<file path="config.mk">
export PLATFORM = sky130hd
export DESIGN_NAME = xgmii_udp_tx_engine
export DESIGN_NICKNAME = d
export VERILOG_FILES = /design/src/rtl/xgmii_udp_tx_pkg.sv /design/src/rtl/xgmii_udp_tx_engine_crc.sv /design/src/rtl/xgmii_udp_tx_engine.sv
export SDC_FILE = /design/constraint.sdc
export NUM_CORES = 1
export LEC_CHECK = 0
export CORE_ASPECT_RATIO = 0.5
export CORE_UTILIZATION = 30
export DETAILED_ROUTE_END_ITERATION = 7
export PLACE_DENSITY = 0.49
export RECOVER_POWER = 100
export SETUP_SLACK_MARGIN = 0.1
export SLEW_MARGIN = 20
export SYNTH_ARGS = -nofsm -noshare
export SYNTH_HDL_FRONTEND = slang
export SYNTH_SLANG_ARGS = --single-unit
</file>
<file path="constraint.sdc">
create_clock -name xgmii_clk -period 20.4 [get_ports xgmii_clk]
set_input_delay 2.04 -clock xgmii_clk [delete_from_list [all_inputs] [get_ports xgmii_clk]]
set_output_delay 2.04 -clock xgmii_clk [all_outputs]
set_load 0.005 [all_outputs]
</file>
<file path="src/rtl/xgmii_udp_tx_pkg.sv">
// Shared constants, state encoding and header helpers
// for the XGMII UDP transmit path.
package xgmii_udp_tx_pkg;

  localparam logic [7:0] XG_IDLE  = 8'h07;
  localparam logic [7:0] XG_START = 8'hFB;
  localparam logic [7:0] XG_TERM  = 8'hFD;
  localparam logic [7:0] XG_PRE   = 8'h55;
  localparam logic [7:0] XG_SFD   = 8'hD5;

  localparam logic [63:0] IDLE_WORD = {8{XG_IDLE}};
  localparam logic [63:0] PRE_WORD  =
    {XG_SFD, {6{XG_PRE}}, XG_START};
  localparam logic [63:0] TERM_WORD = {{7{XG_IDLE}}, XG_TERM};

  localparam logic [15:0] ETH_IPV4     = 16'h0800;
  localparam logic [7:0]  IP_VER_IHL   = 8'h45;
  localparam logic [15:0] IP_TOTAL_LEN = 16'h002A;
  localparam logic [15:0] IP_FLAGS     = 16'h4000;
  localparam logic [7:0]  IP_PROTO_UDP = 8'h11;
  localparam logic [15:0] UDP_LEN      = 16'h0016;
  localparam logic [31:0] MAGIC_CODE   = 32'hA5C3_0F1E;
  localparam logic [31:0] CRC_POLY_R   = 32'hEDB8_8320;

  localparam int OFS_DMAC    = 0;
  localparam int OFS_SMAC    = 6;
  localparam int OFS_TYPE    = 12;
  localparam int OFS_IP      = 14;
  localparam int OFS_ID      = 18;
  localparam int OFS_TTL     = 22;
  localparam int OFS_CSUM    = 24;
  localparam int OFS_SIP     = 26;
  localparam int OFS_SPORT   = 34;
  localparam int OFS_MAGIC   = 42;
  localparam int OFS_PAYLOAD = 48;

  typedef enum logic [2:0] {
    ST_IDLE,
    ST_CSUM,
    ST_PRE,
    ST_DATA,
    ST_TERM,
    ST_IFG
  } tx_state_t;

  // Byte swaps place big-endian fields into little-endian lanes
  function automatic logic [15:0] be16(input logic [15:0] v);
    return {v[7:0], v[15:8]};
  endfunction

  function automatic logic [31:0] be32(input logic [31:0] v);
    return {v[7:0], v[15:8], v[23:16], v[31:24]};
  endfunction

  function automatic logic [47:0] be48(input logic [47:0] v);
    return {v[7:0], v[15:8], v[23:16],
            v[31:24], v[39:32], v[47:40]};
  endfunction

  function automatic logic [15:0] ip_checksum(
    input logic [15:0] id,
    input logic [7:0]  ttl,
    input logic [31:0] sip,
    input logic [31:0] dip
  );
    logic [19:0] s;
    s = {4'h0, IP_VER_IHL, 8'h00}
      + {4'h0, IP_TOTAL_LEN}
      + {4'h0, id}
      + {4'h0, IP_FLAGS}
      + {4'h0, ttl, IP_PROTO_UDP}
      + {4'h0, sip[31:16]} + {4'h0, sip[15:0]}
      + {4'h0, dip[31:16]} + {4'h0, dip[15:0]};
    s = {4'h0, s[15:0]} + {16'h0, s[19:16]};
    s = {4'h0, s[15:0]} + {16'h0, s[19:16]};
    return ~s[15:0];
  endfunction

endpackage

</file>
<file path="src/rtl/xgmii_udp_tx_engine_crc.sv">
// Combinational reflected CRC-32 step over the low
// nbytes lanes of a 64-bit word (lane 0 first).
module crc32_d64
  import xgmii_udp_tx_pkg::*;
(
  input  logic [31:0] crc_in,
  input  logic [63:0] data,
  input  logic [3:0]  nbytes,
  output logic [31:0] crc_out
);

  logic [31:0] c;

  always_comb begin
    c = crc_in;
    for (int i = 0; i < 8; i++) begin
      if (4'(i) < nbytes) begin
        c = c ^ {24'h0, data[8*i +: 8]};
        for (int b = 0; b < 8; b++) begin
          c = c[0] ? ({1'b0, c[31:1]} ^ CRC_POLY_R)
                   : {1'b0, c[31:1]};
        end
      end
    end
    crc_out = c;
  end

endmodule

</file>
<file path="src/rtl/xgmii_udp_tx_engine.sv">
// Builds one fixed 64-byte Ethernet/IPv4/UDP frame per
// request and drives it with FCS onto XGMII TX.
module xgmii_udp_tx_engine
  import xgmii_udp_tx_pkg::*;
#(
  parameter logic [15:0] UDP_PORT  = 16'd3422,
  parameter logic [31:0] MAGIC     = MAGIC_CODE,
  parameter logic [7:0]  IP_TTL    = 8'd64,
  parameter int          IFG_WORDS = 1
) (
  input  logic        xgmii_clk,
  input  logic        sys_rst_n,
  input  logic [31:0] if_v4addr,
  input  logic [47:0] if_macaddr,
  input  logic [31:0] dest_v4addr,
  input  logic [47:0] dest_macaddr,
  input  logic        tx_req,
  input  logic [63:0] tx_data,
  output logic        tx_ack,
  output logic        tx_busy,
  output logic [31:0] tx_frames,
  output logic [7:0]  xgmii_txc,
  output logic [63:0] xgmii_txd
);

  localparam logic [7:0] IFG_LAST = 8'(IFG_WORDS - 1);

  tx_state_t   state, next;
  logic [2:0]  word_cnt;
  logic [7:0]  ifg_cnt;
  logic [31:0] sip, dip;
  logic [47:0] smac, dmac;
  logic [63:0] payload;
  logic [15:0] ip_id, csum;
  logic [31:0] crc_reg, crc_next;
  logic [511:0] fr;
  logic [63:0] cur_word;
  logic [7:0]  txc_d;
  logic [63:0] txd_d;
  logic        accept, last_word, ifg_done;

  assign accept    = (state == ST_IDLE) && tx_req;
  assign last_word = (state == ST_DATA) && (word_cnt == 3'd7);
  assign ifg_done  = (state == ST_IFG) && (ifg_cnt == IFG_LAST);

  always_ff @(posedge xgmii_clk or negedge sys_rst_n) begin
    if (!sys_rst_n) state <= ST_IDLE;
    else            state <= next;
  end

  always_comb begin
    next = state;
    unique case (state)
      ST_IDLE: if (tx_req) next = ST_CSUM;
      ST_CSUM: next = ST_PRE;
      ST_PRE:  next = ST_DATA;
      ST_DATA: if (word_cnt == 3'd7) next = ST_TERM;
      ST_TERM: next = ST_IFG;
      ST_IFG:  if (ifg_cnt == IFG_LAST) next = ST_IDLE;
      default: next = ST_IDLE;
    endcase
  end

  always_comb begin
    txc_d = 8'hff;
    txd_d = IDLE_WORD;
    unique case (state)
      ST_PRE: begin
        txc_d = 8'h01;
        txd_d = PRE_WORD;
      end
      ST_DATA: begin
        txc_d = 8'h00;
        txd_d = last_word ? {~crc_next, 32'h0}
                          : cur_word;
      end
      ST_TERM: txd_d = TERM_WORD;
      default: ;
    endcase
  end

  always_ff @(posedge xgmii_clk or negedge sys_rst_n) begin
    if (!sys_rst_n) begin
      word_cnt <= '0;
      ifg_cnt  <= '0;
    end else begin
      word_cnt <= (state == ST_DATA) ? word_cnt + 3'd1 : '0;
      ifg_cnt  <= (state == ST_IFG) ? ifg_cnt + 8'd1 : '0;
    end
  end

  always_ff @(posedge xgmii_clk or negedge sys_rst_n) begin
    if (!sys_rst_n) begin
      sip     <= '0;
      dip     <= '0;
      smac    <= '0;
      dmac    <= '0;
      payload <= '0;
    end else if (accept) begin
      sip     <= if_v4addr;
      dip     <= dest_v4addr;
      smac    <= if_macaddr;
      dmac    <= dest_macaddr;
      payload <= tx_data;
    end
  end

  always_ff @(posedge xgmii_clk or negedge sys_rst_n) begin
    if (!sys_rst_n) begin
      csum    <= '0;
      ip_id   <= '0;
      crc_reg <= '1;
    end else begin
      if (state == ST_CSUM)
        csum <= ip_checksum(ip_id, IP_TTL, sip, dip);
      if (ifg_done)
        ip_id <= ip_id + 16'd1;
      if (state == ST_PRE)
        crc_reg <= '1;
      else if (state == ST_DATA)
        crc_reg <= crc_next;
    end
  end

  // Whole frame image, byte n at bits [8n+7:8n]
  always_comb begin
    fr = '0;
    fr[8*OFS_DMAC +: 48]    = be48(dmac);
    fr[8*OFS_SMAC +: 48]    = be48(smac);
    fr[8*OFS_TYPE +: 16]    = be16(ETH_IPV4);
    fr[8*OFS_IP +: 32]      =
      be32({IP_VER_IHL, 8'h00, IP_TOTAL_LEN});
    fr[8*OFS_ID +: 32]      = be32({ip_id, IP_FLAGS});
    fr[8*OFS_TTL +: 16]     = be16({IP_TTL, IP_PROTO_UDP});
    fr[8*OFS_CSUM +: 16]    = be16(csum);
    fr[8*OFS_SIP +: 64]     = {be32(dip), be32(sip)};
    fr[8*OFS_SPORT +: 64]   =
      {16'h0, be16(UDP_LEN), be16(UDP_PORT), be16(UDP_PORT)};
    fr[8*OFS_MAGIC +: 32]   = be32(MAGIC);
    fr[8*OFS_PAYLOAD +: 64] = payload;
  end

  assign cur_word = fr[64*word_cnt +: 64];

  // Last word only folds the 4 pad bytes before FCS
  crc32_d64 u_crc (
    .crc_in  (crc_reg),
    .data    (cur_word),
    .nbytes  ((word_cnt == 3'd7) ? 4'd4 : 4'd8),
    .crc_out (crc_next)
  );

  always_ff @(posedge xgmii_clk or negedge sys_rst_n) begin
    if (!sys_rst_n) begin
      xgmii_txc <= 8'hff;
      xgmii_txd <= IDLE_WORD;
      tx_ack    <= 1'b0;
      tx_busy   <= 1'b0;
      tx_frames <= '0;
    end else begin
      xgmii_txc <= txc_d;
      xgmii_txd <= txd_d;
      tx_ack    <= accept;
      tx_busy   <= (next != ST_IDLE);
      if (ifg_done) tx_frames <= tx_frames + 32'd1;
    end
  end

endmodule

</file>
### After elaboration in Yosys (flattened, before gate mapping)

Cells that the tools add are included.

* equal/unequal tests: 6
* add/subtract/negate cells: 13
* bitwise gates (word level): 74
* mux-type cells: 84
* $mul: 0
* reduce and logical (&&, ||, !) cells: 7
* $lt $le $gt $ge: 8
* div/mod/pow operators: 0
* shift-type cells: 1

Operator list (number)
* $mux 32: 74
* $not 13->14: 64
* $shiftx 512x10->64: 1
* $xor 32x8->32: 8
* $pmux 64 s3: 1
* $mux 64: 1
* $add 20x16->20: 3
* $add 32x1->32 const B: 1
* $not 32->32: 1
* $add 19x16->20: 1
* $add 18x15->19 const B: 1
* $add 17x15->18 const B: 1
* $pmux 3 s6: 1
* $add 15x16->17 const A: 1
* $add 16x4->17: 1
* $add 16x1->16: 1
* $add 16x1->16 const B: 1
* $lt 3x4->1 const A: 4
* $not 16->16: 1
* $pmux 8 s2: 1
* $mux 3: 4
* $eq 3x3->1 const B: 3
* $add 8x1->8 const B: 1
* $logic_not 8->1: 1
* other kinds (11): 16

* bits in latches: 0
* memories kept: 0
* register bits: 408
* bits in writable memories: 0
* bits of input ports: 227
* memory bits (read-only): 0

### Logic depth before layout (Yosys ltp)

* depth after elaboration: 148
* gate-level depth with buffers: 40

### By module

A second synthesis with hierarchy kept.

* cells, all modules: 3357
* area, all modules: 32526.2 um^2

Modules (own cells, without submodules)
* xgmii_udp_tx_engine: cells an instance 1877, times used 1, area an instance 20145.6 um^2, sequential area each 10132.2 um^2
* crc32_d64: cells an instance 1480, times used 1, area an instance 12380.6 um^2, sequential area each 0.0 um^2

### Worst setup path after synthesis

No wires, ideal clock.

* path kind: register to register
* start: register word_cnt[1]
* end: register crc_reg[20]
* arrival: 8069 ps
* period minus slack after synthesis: 8150 ps
* cell stages (with the launch flop): 27
* setup time: 81 ps
* path slack: 12250 ps
* cells stage by stage: dfrtp_1 buf_6 buf_6 and2b_1 a221oi_1 o22a_1 xnor2_1 xnor3_2 xor2_4 xnor3_2 xnor3_2 xor3_2 xnor3_1 xnor3_1 o21ai_2 xor2_4 xnor3_1 xnor3_1 o21ai_2 xor2_2 xnor3_1 o21ai_4 xor2_4 xor2_4 xor3_2 xnor2_1 a211oi_2

* cells in the longest elaborated chain, start to end: 108
* elaborated cells on any way between the ends: 155
* classes of those cells: order compare (8); eq/ne (1); shift (1); mux (75); bitwise (70)

Ends and longest elaborated chain
* start: declaration: line xgmii_udp_tx_engine.sv:29 `logic [2:0] word_cnt;`
* start signal: assignment: line xgmii_udp_tx_engine.sv:87 `word_cnt <= (state == ST_DATA) ? word_cnt + 3'd1 : '0;`
* $shiftx 512x10->64: line xgmii_udp_tx_engine.sv:143 `assign cur_word = fr[64*word_cnt +: 64];`
* $xor 32x8->32: line xgmii_udp_tx_engine_crc.sv:18 `c = c ^ {24'h0, data[8*i +: 8]};`
* $mux 32: line xgmii_udp_tx_engine_crc.sv:20 `c = c[0] ? ({1'b0, c[31:1]} ^ CRC_POLY_R)`
* $not 13->14 (no line) / $mux 32 (equally long branches)
* $mux 32 / $not 13->14 (equally long branches) (2 in series)
* $not 13->14 (no line) / $mux 32 (equally long branches)
* $mux 32 / $not 13->14 (equally long branches)
* $not 13->14 (no line) / $mux 32 (equally long branches)
* [90 not listed]
* $mux 32 (2 in series): line xgmii_udp_tx_engine_crc.sv:20
* $not 13->14 (no line) / $mux 32 (equally long branches)
* $mux 32: line xgmii_udp_tx_engine_crc.sv:20
* $not 13->14 (no line) / $mux 32 (equally long branches)
* $mux 32: line xgmii_udp_tx_engine_crc.sv:20
* $mux 32 (*): line xgmii_udp_tx_engine_crc.sv:17 `if (4'(i) < nbytes) begin`
* $mux 32 (*): line xgmii_udp_tx_engine.sv:120 `else if (state == ST_DATA)`
* $mux 32 (*): line xgmii_udp_tx_engine.sv:118 `if (state == ST_PRE)`
* end signal: assignment: line xgmii_udp_tx_engine.sv:121 `crc_reg <= crc_next;`
* end: declaration: line xgmii_udp_tx_engine.sv:35 `logic [31:0] crc_reg, crc_next;`

Mark *: on every way between the ends. The rest lies on a longest branch, timed or not. The select of a mux whose other input is x is not followed.
A chain may end at the register's enable or synchronous reset.

### Final worst setup path

* start: register word_cnt[0]
* end: register crc_reg[16]

* cells in the longest elaborated chain, start to end: 108
* elaborated cells on any way between the ends: 153
* classes of those cells: order compare (8); eq/ne (1); shift (1); mux (75); bitwise (68)

Ends and longest elaborated chain (line)
* $shiftx 512x10->64: xgmii_udp_tx_engine.sv:143
* $xor 32x8->32: xgmii_udp_tx_engine_crc.sv:18
* $mux 32 / $not 13->14 (equally long branches)
* $not 13->14 (no line) / $mux 32 (equally long branches)
* $mux 32: xgmii_udp_tx_engine_crc.sv:20
* $not 13->14 (no line) / $mux 32 (equally long branches)
* $mux 32 (2 in series): xgmii_udp_tx_engine_crc.sv:20
* $not 13->14 (no line) / $mux 32 (equally long branches)
* [88 not listed]
* $mux 32: xgmii_udp_tx_engine_crc.sv:20
* $not 13->14 (no line)
* $mux 32: xgmii_udp_tx_engine_crc.sv:20
* $not 13->14 (no line)
* $mux 32 (4 in series): xgmii_udp_tx_engine_crc.sv:20
* $mux 32 (*): xgmii_udp_tx_engine_crc.sv:17
* $mux 32 (*): xgmii_udp_tx_engine.sv:120
* $mux 32 (*): xgmii_udp_tx_engine.sv:118

Marked as above.

==> run summary <==
Placer Congestion = 0.922
Share of the synthesized area in the top cell type = 0.310
CTS tree = yes
Synthesized area per cell = 11.6 µm²
Hold Startpoint = tx_frames[31]$_DFFE_PN0P_
Reg clk slew, reported paths = 0.07 ns
Core area = 0.0913 mm²
Post-synthesis sequential element count = 402
Number of port buffers = 332
CTS H-tree depth = 2
Pins Over Slew Limit = 856
Vias = 19.6k
Crit Path Max Fanout = 51
Most used DFF post-synth = dfrtp_1
Share of flip-flops with an asynchronous set or reset = 1.00
First-pass GRT wire length = 151,000 µm
CP arrival = 15.58 ns
Syn. warnings = 0
Initial antenna violation count = 7
Sink Count = 402
Reg2reg start = word_cnt[0]$_DFF_PN0_
Final hold viol count = 0
I/O Pins = 333
Mapped Area = 0.0278 mm²
Drt first pass iters = 5
Wire per inst = 27.1 µm
Hold endpoint = tx_frames[31]$_DFFE_PN0P_
Final Cycle Share = 0.737
Starting Density = 0.305
Post-CTS Setup Bufs = 0
WP data required = 20.94 ns
Final number of setup-violating endpoints = 0
Die H = 217 µm
Fin Setup TNS = 0 ns
Final min period = 15.03 ns
Sequential fraction of the synthesis area = 0.364
Root Driver = clkbuf_16
Status = finished, violations left
FF/Latch Area = 0.0101 mm²
Hold Path Cell Cnt = 1
Max transition margin = -5.87
Nets = 3,016
Vias in the first global route = 20.1k
DRT iter0 DRCs = 1,514
Total CTS buffers = 44
Full die area = 0.0940 mm²
Synthesis-to-finish area growth = 21.1%
Layout filler cell count = 8,985
Commonest cells post-synth = xnor2_1 (365), dfrtp_1 (344), mux2_2 (202), nand2_1 (152), o21ai_0 (128)
Largest cells by area after synthesis = dfrtp_1 (31%), xnor2_1 (11%), mux2_2 (8.2%), xnor3_1 (7.6%), dfstp_2 (5.5%)
Largest net degree at the start of global routing = 200
Clock Skew = 0.0364 ns
Avg Vias per Cell = 4.92
ANT nets after route = 0
Final WL = 108,000 µm
DRC viols = 0
Top Registers = payload (64), xgmii_txd (64)
Mapped Cells = 2,397
Reg-to-reg setup timing slack = 5.37 ns
Cells resized by post-CTS repair = 0
Number of synthesized flops with an enable pin = 0
Post-Syn Nets = 2,716
Clock Path Buffers = 3
Hpwl dp = 86,000 µm
Worst-Skew Late Latency = 0.60 ns
Max cap viols = 13
Site row count = 78
RSZ-0062 raised after global routing = false
Worst slew pin tran = 10.30 ns
Kind of critical path = flip-flop to flip-flop
Die width = 433 µm
# hold bufs at CTS = 0
Top-count cell post-synth = xnor2_1
Share of cells above drive strength 1 = 0.162
RR Endpoint = crc_reg[16]$_DFFE_PN1N_
Min-delay worst type = flip-flop to flip-flop
Critical Path End Type = flip-flop
GRT overflow = 0
Multi-input logic area = 0.0166 mm²
Failing checks = capacitance limit, slew limit
Library cells used by synthesis = 87
Worst-case reg-to-reg path depth = 25
Gr usage total = 0.227
CP Launch Type = flip-flop
Max Fclk = 66.5 MHz
Biggest area consumer among synthesized cells = dfrtp_1
per-layer routing:
metal / share of wire / routed length [µm] / track usage
met2: 0.47 / 50400 / 0.364
met4: 0.027 / 2940 / 0.0656
met3: 0.060 / 6410 / 0.0369
met5: 0 / 0 / 0
met1: 0.44 / 47900 / 0.314
per-stage QoR:
step | util | area [µm²] | worst slack [ns] | instances | hold WS, ns
after floorplan | - | 27800 | 12.25 | 2397 | 0.450
after global placement | 0.355 | 32400 | 9.80 | 3888 | 0.464
after detailed placement | 0.355 | 32400 | 9.84 | 3889 | 0.487
after CTS | 0.372 | 33900 | 9.78 | 3968 | 0.495
after global routing | 0.369 | 33700 | 4.72 | 3974 | 0.515
final | 0.369 | 33700 | 5.37 | 3974 | 0.485
cell families (layout without fill, tap and decap cells):
family          after synthesis  count (layout)  share of synthesized area
buf+inv                     204             537                     0.0338
fa+ha+maj                    92              92                     0.0546
simple gates                404             404                     0.0674
mux                         243             243                     0.0985
other cells                   0               4                          0
compound gates              400             400                     0.0932
xor+xnor                    652             652                      0.288
flops                       402             402                      0.364
cell type report:
class	instances	area share
multi-input cells	1791	0.492
flip-flops and latches	402	0.301
diodes	4	0.000297
clock buffers	67	0.0380
well taps	1240	0.0461
repair buffers	372	0.106
clock inverters	12	0.00680
inverters	86	0.00959
placed cells by master (no fill, tap or decap), drive strengths merged, types with 8 or more instances in the layout:
cell / instances
dfstp: 58
ha: 43
xnor3: 105
nor2: 117
a221oi: 18
o221ai: 8
o21bai: 13
mux2: 205
a21boi: 9
o21a: 9
clkdlybuf4s50: 226
inv: 87
a21oi: 81
o211ai: 13
a22oi: 30
xor2: 133
and3: 26
mux2i: 34
and2: 9
xnor2: 398
dfrtp: 344
dlygate4sd3: 105
fa: 49
o22ai: 13
nand2: 152
nand4: 9
o21ai: 157
nor3: 10
a31oi: 11
xor3: 16
clkbuf: 84
nand3: 29
buf: 24
nor2b: 11
worst max-delay path by stage:
stage	start	end	slack, ns
floorplan	word_cnt[1]$_DFF_PN0_	crc_reg[20]$_DFFE_PN1N_	12.25
global placement	word_cnt[0]$_DFF_PN0_	crc_reg[24]$_DFFE_PN1N_	9.80
detailed placement	word_cnt[0]$_DFF_PN0_	crc_reg[24]$_DFFE_PN1N_	9.84
CTS	word_cnt[0]$_DFF_PN0_	crc_reg[24]$_DFFE_PN1N_	9.78
global route	word_cnt[0]$_DFF_PN0_	crc_reg[4]$_DFFE_PN1N_	4.72
finish	word_cnt[0]$_DFF_PN0_	crc_reg[16]$_DFFE_PN1N_	5.37
worst max-delay path, cell delays in order, from the launching register on:
cell	delay (ns)
dfrtp_1	1.72
clkbuf_1	1.97
inv_1	1.10
a221oi_1	0.49
o22a_1	0.35
xnor2_1	0.28
xnor3_1	0.48
xor3_1	0.34
xnor2_1	0.83
xnor3_1	0.56
xnor2_1	0.19
xnor2_1	0.80
xnor3_1	0.55
o21ai_2	0.13
xor2_1	0.72
xnor3_1	0.51
xnor3_1	0.41
o21ai_2	0.14
xor2_1	0.52
xnor3_1	0.55
o21ai_4	0.16
xor2_1	0.80
xnor2_1	0.45
xnor3_1	0.52
o21ai_0	0.15
o21a_1	0.16
Power is left out: the tool's default activity adds up to more than one toggle a clock period on the data nets, which glitch-free logic cannot reach.
